`src/rtl/mul_norm_pipe.sv`:
```
// Two-stage post-multiply normaliser: S1 corrects the anticipated leading-zero count,
// S2 shifts the mantissa, adjusts the exponent and flags overflow/underflow/zero.
module mul_norm_pipe #(
  parameter int EXPO_W = 8,
  parameter int MANT_W = 23,
  localparam int W  = 2*MANT_W + 2,
  localparam int CW = $clog2(W + 1)
) (
  input  logic                clk,
  input  logic                rst_n,
  input  logic                in_valid,
  output logic                in_ready,
  input  logic [W-1:0]        in_mant,
  input  logic [EXPO_W+1:0]   in_expo,
  input  logic [CW-1:0]       in_cnt_uc,
  output logic                out_valid,
  input  logic                out_ready,
  output logic [MANT_W:0]     out_mant,
  output logic                out_guard,
  output logic                out_sticky,
  output logic [EXPO_W+1:0]   out_expo,
  output logic [CW-1:0]       out_cnt,
  output logic                out_revised,
  output logic                out_zero,
  output logic                out_ovf,
  output logic                out_unf,
  input  logic                clr_stat,
  output logic [15:0]         rev_cnt
);

  localparam int EW = EXPO_W + 2;
  localparam logic [CW-1:0] W_CNT   = CW'(W);
  localparam logic [EW-1:0] OVF_LIM = EW'((1 << EXPO_W) - 1);

  logic            s1_valid_q, s1_valid_d;
  logic [W-1:0]    s1_mant_q, s1_mant_d;
  logic [EW-1:0]   s1_expo_q, s1_expo_d;
  logic [CW-1:0]   s1_cnt_q, s1_cnt_d;
  logic            s1_rev_q, s1_rev_d;

  logic            out_valid_q, out_valid_d;
  logic [MANT_W:0] out_mant_q, out_mant_d;
  logic            out_guard_q, out_guard_d;
  logic            out_sticky_q, out_sticky_d;
  logic [EW-1:0]   out_expo_q, out_expo_d;
  logic [CW-1:0]   out_cnt_q, out_cnt_d;
  logic            out_revised_q, out_revised_d;
  logic            out_zero_q, out_zero_d;
  logic            out_ovf_q, out_ovf_d;
  logic            out_unf_q, out_unf_d;
  logic [15:0]     rev_cnt_q, rev_cnt_d;

  logic            s2_ready;
  logic            s1_moves;
  logic [CW-1:0]   cnt_clamp;
  logic [W-1:0]    probe;
  logic            revise;
  logic [W-1:0]    norm;
  logic [EW-1:0]   expo_adj;
  logic            mant_zero;

  assign s2_ready = !out_valid_q || out_ready;
  assign s1_moves = s1_valid_q && s2_ready;
  assign in_ready = !s1_valid_q || s1_moves;

  // Shifting by cnt-1 brings the probed bit W-cnt up to the MSB.
  always_comb begin
    cnt_clamp = (in_cnt_uc > W_CNT) ? W_CNT : in_cnt_uc;
    probe     = in_mant << (cnt_clamp - CW'(1));
    revise    = (cnt_clamp != '0) && probe[W-1];

    s1_valid_d = s1_valid_q;
    s1_mant_d  = s1_mant_q;
    s1_expo_d  = s1_expo_q;
    s1_cnt_d   = s1_cnt_q;
    s1_rev_d   = s1_rev_q;
    if (in_ready) s1_valid_d = in_valid;
    if (in_valid && in_ready) begin
      s1_mant_d = in_mant;
      s1_expo_d = in_expo;
      s1_cnt_d  = revise ? cnt_clamp - CW'(1) : cnt_clamp;
      s1_rev_d  = revise;
    end
  end

  always_comb begin
    norm      = s1_mant_q << s1_cnt_q;
    expo_adj  = s1_expo_q + EW'(1) - EW'(s1_cnt_q);
    mant_zero = (s1_mant_q == '0);

    out_valid_d   = out_valid_q;
    out_mant_d    = out_mant_q;
    out_guard_d   = out_guard_q;
    out_sticky_d  = out_sticky_q;
    out_expo_d    = out_expo_q;
    out_cnt_d     = out_cnt_q;
    out_revised_d = out_revised_q;
    out_zero_d    = out_zero_q;
    out_ovf_d     = out_ovf_q;
    out_unf_d     = out_unf_q;
    if (s2_ready) out_valid_d = s1_valid_q;
    if (s1_moves) begin
      if (mant_zero) begin
        out_mant_d    = '0;
        out_guard_d   = 1'b0;
        out_sticky_d  = 1'b0;
        out_expo_d    = '0;
        out_cnt_d     = '0;
        out_revised_d = 1'b0;
        out_zero_d    = 1'b1;
        out_ovf_d     = 1'b0;
        out_unf_d     = 1'b0;
      end else begin
        out_mant_d    = norm[W-1:MANT_W+1];
        out_guard_d   = norm[MANT_W];
        out_sticky_d  = |norm[MANT_W-1:0];
        out_expo_d    = expo_adj;
        out_cnt_d     = s1_cnt_q;
        out_revised_d = s1_rev_q;
        out_zero_d    = 1'b0;
        out_ovf_d     = $signed(expo_adj) >= $signed(OVF_LIM);
        out_unf_d     = expo_adj[EW-1] || (expo_adj == '0);
      end
    end
  end

  // Clear wins over a same-cycle revised transfer; the counter sticks at all-ones.
  always_comb begin
    rev_cnt_d = rev_cnt_q;
    if (clr_stat)
      rev_cnt_d = '0;
    else if (out_valid_q && out_ready && out_revised_q && (rev_cnt_q != 16'hFFFF))
      rev_cnt_d = rev_cnt_q + 16'd1;
  end

  always_ff @(posedge clk) begin
    if (!rst_n) begin
      s1_valid_q    <= 1'b0;
      s1_mant_q     <= '0;
      s1_expo_q     <= '0;
      s1_cnt_q      <= '0;
      s1_rev_q      <= 1'b0;
      out_valid_q   <= 1'b0;
      out_mant_q    <= '0;
      out_guard_q   <= 1'b0;
      out_sticky_q  <= 1'b0;
      out_expo_q    <= '0;
      out_cnt_q     <= '0;
      out_revised_q <= 1'b0;
      out_zero_q    <= 1'b0;
      out_ovf_q     <= 1'b0;
      out_unf_q     <= 1'b0;
      rev_cnt_q     <= '0;
    end else begin
      s1_valid_q    <= s1_valid_d;
      s1_mant_q     <= s1_mant_d;
      s1_expo_q     <= s1_expo_d;
      s1_cnt_q      <= s1_cnt_d;
      s1_rev_q      <= s1_rev_d;
      out_valid_q   <= out_valid_d;
      out_mant_q    <= out_mant_d;
      out_guard_q   <= out_guard_d;
      out_sticky_q  <= out_sticky_d;
      out_expo_q    <= out_expo_d;
      out_cnt_q     <= out_cnt_d;
      out_revised_q <= out_revised_d;
      out_zero_q    <= out_zero_d;
      out_ovf_q     <= out_ovf_d;
      out_unf_q     <= out_unf_d;
      rev_cnt_q     <= rev_cnt_d;
    end
  end

  assign out_valid   = out_valid_q;
  assign out_mant    = out_mant_q;
  assign out_guard   = out_guard_q;
  assign out_sticky  = out_sticky_q;
  assign out_expo    = out_expo_q;
  assign out_cnt     = out_cnt_q;
  assign out_revised = out_revised_q;
  assign out_zero    = out_zero_q;
  assign out_ovf     = out_ovf_q;
  assign out_unf     = out_unf_q;
  assign rev_cnt     = rev_cnt_q;

endmodule

```
`config.mk`:
```
export PLATFORM = sky130hd
export DESIGN_NAME = mul_norm_pipe
export DESIGN_NICKNAME = d
export VERILOG_FILES = /design/src/rtl/mul_norm_pipe.sv
export SDC_FILE = /design/constraint.sdc
export NUM_CORES = 1
export LEC_CHECK = 0
export CAP_MARGIN = 20
export CORE_MARGIN = 10
export CORE_UTILIZATION = 30
export CTS_BUF_LIST = sky130_fd_sc_hd__clkbuf_4 sky130_fd_sc_hd__clkbuf_8
export DETAILED_ROUTE_END_ITERATION = 10
export PLACE_DENSITY = 0.5
export SLEW_MARGIN = 25
export SYNTH_ARGS = -nofsm -noshare
export SYNTH_HDL_FRONTEND = slang
export SYNTH_SLANG_ARGS = --single-unit
```
`constraint.sdc`:
```
create_clock -name clk -period 5.35 [get_ports clk]
set_clock_uncertainty 0.2 [all_clocks]
set_input_delay 0.8025 -clock clk [delete_from_list [all_inputs] [get_ports clk]]
set_output_delay 0.8025 -clock clk [all_outputs]
set_load 0.05 [all_outputs]
```
* Word level (Yosys, flattened, before mapping) *
Cells that the tools add are included.

cells by class
  add/sub/neg operators = 4
  $mul = 0
  div/mod/pow operators = 0
  magnitude comparators = 2
  equal/unequal tests = 1
  shift operators = 2
  multiplexer cells = 11
  bitwise logic cells = 1
  reduce and logical (&&, ||, !) cells = 16

operators by type and width
  kind                     number
  $shl A48 B6 Y48          2
  $logic_not A48 Y1        1
  $mux W24                 1
  $reduce_or A23 Y1        1
  $mux W6                  3
  $add A16 B1 Y16 const B  1
  $ne A16 B16 Y1 const B   1
  $add A10 B1 Y10 const B  1
  $ge A10 B9 Y1 const B    1
  $logic_not A10 Y1        1
  $mux W10                 1
  $sub A10 B6 Y10          1
  $gt A6 B6 Y1 const B     1
  $logic_and A1 B1 Y1      6
  $mux W1                  6
  $reduce_bool A6 Y1       1
  $sub A6 B1 Y6 const B    1
  $logic_or A1 B1 Y1       3
  $logic_not A1 Y1         2
  $reduce_or A2 Y1         1
  $not A1 Y1               1

storage, ports and cells
  flip-flop bits (word level) = 129
  bits in latches = 0
  memory bits (writable) = 0
  memory bits (read-only) = 0
  output and inout bits = 64
  memories = 0

* Longest topological paths before layout *
  word-level depth = 6
  depth in mapped cells = 16
  gate-level depth less buffers = 14

* Least setup slack after synthesis *
OpenSTA, ideal clock, no wires.

  path kind = input-to-reg
  start point = input port in_cnt_uc[4]
  end point = register s1_cnt_q[1]
  arrival time = 3848 ps
  required time = 5080 ps
  setup slack = 1232 ps
  stages = 15
  path through = buf_2 -> nand2_2 -> and2_1 -> buf_2 -> inv_2 -> ha_1 -> inv_1 -> xnor2_2 -> mux4_2 -> o32ai_1 -> a211oi_1 -> a211oi_2 -> buf_4 -> mux2_1 -> a21oi_1

between the ends
  cells in the longest elaborated chain, start to end = 6

RTL lines
  element                 line    source
  start: declaration      15      input logic [CW-1:0] in_cnt_uc,
  $gt A6 B6 Y1            68      cnt_clamp = (in_cnt_uc > W_CNT) ? W_CNT : in_cnt_uc;
  $mux W6 (*)             68
  $sub A6 B1 Y6           69, 81
  $shl A48 B6 Y48         69      probe = in_mant << (cnt_clamp - CW'(1));
  $logic_and A1 B1 Y1     70      revise = (cnt_clamp != '0) && probe[W-1];
  $mux W6 (*)             81      s1_cnt_d = revise ? cnt_clamp - CW'(1) : cnt_clamp;
  end signal: assignment  158     s1_cnt_q <= s1_cnt_d;
  end: declaration        38      logic [CW-1:0] s1_cnt_q, s1_cnt_d;

Every way passes the cells marked *; elsewhere a longest branch is shown, timed or not.
A chain may end at the register's enable or synchronous reset.

* Worst setup path after layout *
Ends and elaborated chain as after synthesis.

==> impl_metrics.toml <==
[layout]
nets = 1216
fin_cells = 1522
drive_gt1_frac = 0.108
area_delta_synth_final_pct = 23.8
fin_area_sq_um = 10500

[yosys]
ys_async_sr_fraction = 0
synth.largest_area_cell = "dfxtp_1"
netlist.area_leader.share = 0.305
yosys.area_share.adder = 0.0260
synth-compound-area-share = 0.178
yosys.area_share.simple = 0.216
synth_edf_count = 0
ys_dominant_reg_cell = "dfxtp_1"
ys_top_cells_by_area = "dfxtp_1 30%, mux4_2 11%, nand2_1 9.9%"
synthMuxAreaShare = 0.202
yosysUniqueCellTypes = 69
yosysSeqAreaShare = 0.305
syn_inst = 1043
ys_warn_count = 0
synth_area_sq_um = 8470
avgSynthCellArea_sq_um = 8.12
synth_top_family_by_area = "simple AND/OR/NAND/NOR gates"
yosysMostFrequentCell = "nand2_1"
synth-xor-area-share = 0.0216
ys_top_cells_by_count = "223 x nand2_1, 129 x dfxtp_1, 97 x a21oi_1"
syn_nets = 1129
ys_ff_latch = 129

[setup_path]
critPathMaxStageDelay_ns = 0.77
reg2reg_slack_ns = 1.96
cp_data_required_time_ns = 5.52
cp_max_fo = 15
crit_chain = "clkdlybuf4s50_1 -> nand2_2 -> and2_1 -> inv_2 -> ha_1 -> inv_1 -> xnor2_2 -> mux4_2 -> o32ai_1 -> a211oi_1 -> a211oi_2 -> buf_4 -> mux2_1 -> a21oi_1"
crit_buf_inv = 4
crit_slowest_cell = "xnor2_2"
end_kind = "flop"
cp_top_family = "buffers and inverters"
rr_worst_depth = 13
regToRegStartpoint = "s1_cnt_q[1]"
worstSetupStartpointType = "input port"
crit_arrival_ns = 4.91
path_class = "in -> reg"
reg2reg_to = "out_unf"

[drt]
ant_nets = 0
drc = 0
wl_per_cell_microns = 18.7
first_pass_iters = 6
wl_mm = 28.5
drt_iter0_drc = 679
vias = 8016
via_per_inst = 5.27

[timing]
worst_slew_pin_slew_ns = 0.939
max_slew_margin = 0.371
finalSetupTns_ns = 0
fin_crit_ns = 4.74
min_period_over_period = 0.887
fmax_mhz = 211
timing.hold.ws_ns = 0.258
setup_viol = 0
hold_viol = 0
rsz0062_at_grt = "false"
slew_violations = 0

[place]
dpl.cell_count = 1489
dp_hpwl_mm = 21.4
gp_congestion = 0.841
placed_cell_area_sq_um = 10100
io_buffers = 132

[global_routing]
grt_pass1_wl_mm = 44.8
antenna_found_initial = 0
grt.overflow.total = 0
track_usage = 0.155
grt_max_degree = 63
grt_pass1_vias = 7547

[floorplanning]
initial_core_util = 0.304
die-width_microns = 188
dieArea_sq_um = 35400
rows = 61
core_sq_um = 27900
ioPinCount = 133
die_h_microns = 188

[clock_tree]
worstSkewPairLatency_ns = 0.46
post_cts.repair.setup_buffers = 0
cts_tree = "built"
h-tree-depth = 4
clkSlewWorstSetupHoldPaths_ns = 0.09
clk_path_buf_depth = 2
clock_sinks = 129
cts_resized = 0
hold_buffers = 0
root_buffer = "clkbuf_8"
numCtsBuffers = 17

[power]
total_power_uw = 2890
p_leak_uw = 0.00384
peakVddDrop_mv = 0.140
p_per_area_nw_per_um2 = 275

[run_status]
outcome = "completed"

[hold_path]
hold_depth = 2
holdPathEnd = "out_cnt[5]"
min_from = "out_cnt[5]"
hold_path.class = "reg -> reg"

[run]
drv_cap = 0
[how the worst max path moves through the flow]
| stage | start | to | slack (ns) | depth (start not counted) |
|---|---|---|---|---|
| floorplan | in_cnt_uc[4] | s1_cnt_q[1] | 1.23 | 15 |
| global placement | in_cnt_uc[4] | s1_cnt_q[1] | 0.26 | 14 |
| detailed placement | in_cnt_uc[4] | s1_cnt_q[1] | 0.14 | 14 |
| CTS | in_cnt_uc[4] | s1_cnt_q[1] | 0.60 | 14 |
| global route | in_cnt_uc[4] | s1_cnt_q[1] | 0.31 | 14 |
| finish | in_cnt_uc[4] | s1_cnt_q[1] | 0.61 | 14 |
[layer usage]
metal | up-vias | share of wire | GRT usage
li1 | 3945 | - | -
met4 | 0 | 0.0084 | 0.0351
met5 | - | 0 | 0
met1 | 3826 | 0.52 | 0.230
met2 | 224 | 0.42 | 0.224
met3 | 21 | 0.054 | 0.0306
[worst reg2reg max path: cells and delay by family (launching register included)]
| kind | cells | cell delay (ns) |
|---|---|---|
| fa+ha+maj | 3 | 0.90 |
| buf+inv | 2 | 0.11 |
| flops | 1 | 0.71 |
| simple gates | 3 | 0.64 |
| compound gates | 4 | 0.61 |
| xor+xnor | 1 | 0.17 |
[cell usage in the layout, fill, tap and decap left out, types with 16 or more instances in the layout]
| cell | Yosys | routed |
|---|---|---|
| nand2_1 | 223 | 222 |
| clkdlybuf4s50_1 | 0 | 132 |
| dfxtp_1 | 129 | 126 |
| a21oi_1 | 97 | 97 |
| nor2_1 | 86 | 86 |
| mux2i_1 | 65 | 65 |
| o21ai_0 | 46 | 46 |
| mux4_2 | 43 | 43 |
| a22oi_1 | 24 | 24 |
| nor4_1 | 22 | 22 |
| inv_1 | 21 | 21 |
| clkbuf_8 | 0 | 17 |
| ha_1 | 16 | 16 |
| buf_4 | 1 | 16 |
[flip-flops by register name (all words and copies together) (netlist names)]
signal       flops
s1_valid_q       1
s1_rev_q         1
out_ovf          1
out_valid        1
out_zero         1
out_cnt          6
s1_cnt_q         6
out_sticky       1
out_mant        24
out_unf          1
out_guard        1
s1_expo_q       10
out_expo        10
s1_mant_q       48
out_revised      1
rev_cnt         16
[layout make-up]
| cell class | instances | area, sq um |
|---|---|---|
| Fill cell | 2931 | 17400 |
| Multi-Input combinational cell | 807 | 5460 |
| Sequential cell | 129 | 2590 |
| Timing Repair Buffer | 149 | 1460 |
| Tap cell | 378 | 473 |
| Clock buffer | 17 | 234 |
| Clock inverter | 15 | 170 |
| Inverter | 26 | 97.6 |
| Antenna cell | 1 | 2.50 |
[metrics by stage]
stage	setup slack [ns]	util
final	0.607	0.376
after global routing	0.305	0.376
after CTS	0.604	0.376
after detailed placement	0.135	0.362
after global placement	0.265	0.362
after floorplan	1.23	-
[kinds of logic (layout without fill, tap and decap cells)]
kind of cell / count (synthesis) / count (layout)
AO/OA/AOI/OAI: 239 / 239
XOR/XNOR: 20 / 20
adder cells (fa/ha/maj): 17 / 17
buffers and inverters: 107 / 207
flip-flops: 129 / 129
multiplexers: 116 / 116
other: 0 / 1
AND/OR/NAND/NOR: 415 / 415
[power by group]
| group | total, uW | switching (uW) | internal [uW] |
|---|---|---|---|
| registers | 1080 | 66.2 | 1010 |
| clock network | 895 | 467 | 428 |
| logic | 913 | 540 | 372 |
| total | 2890 | 1070 | 1810 |
(Power assumes the default switching activity.)
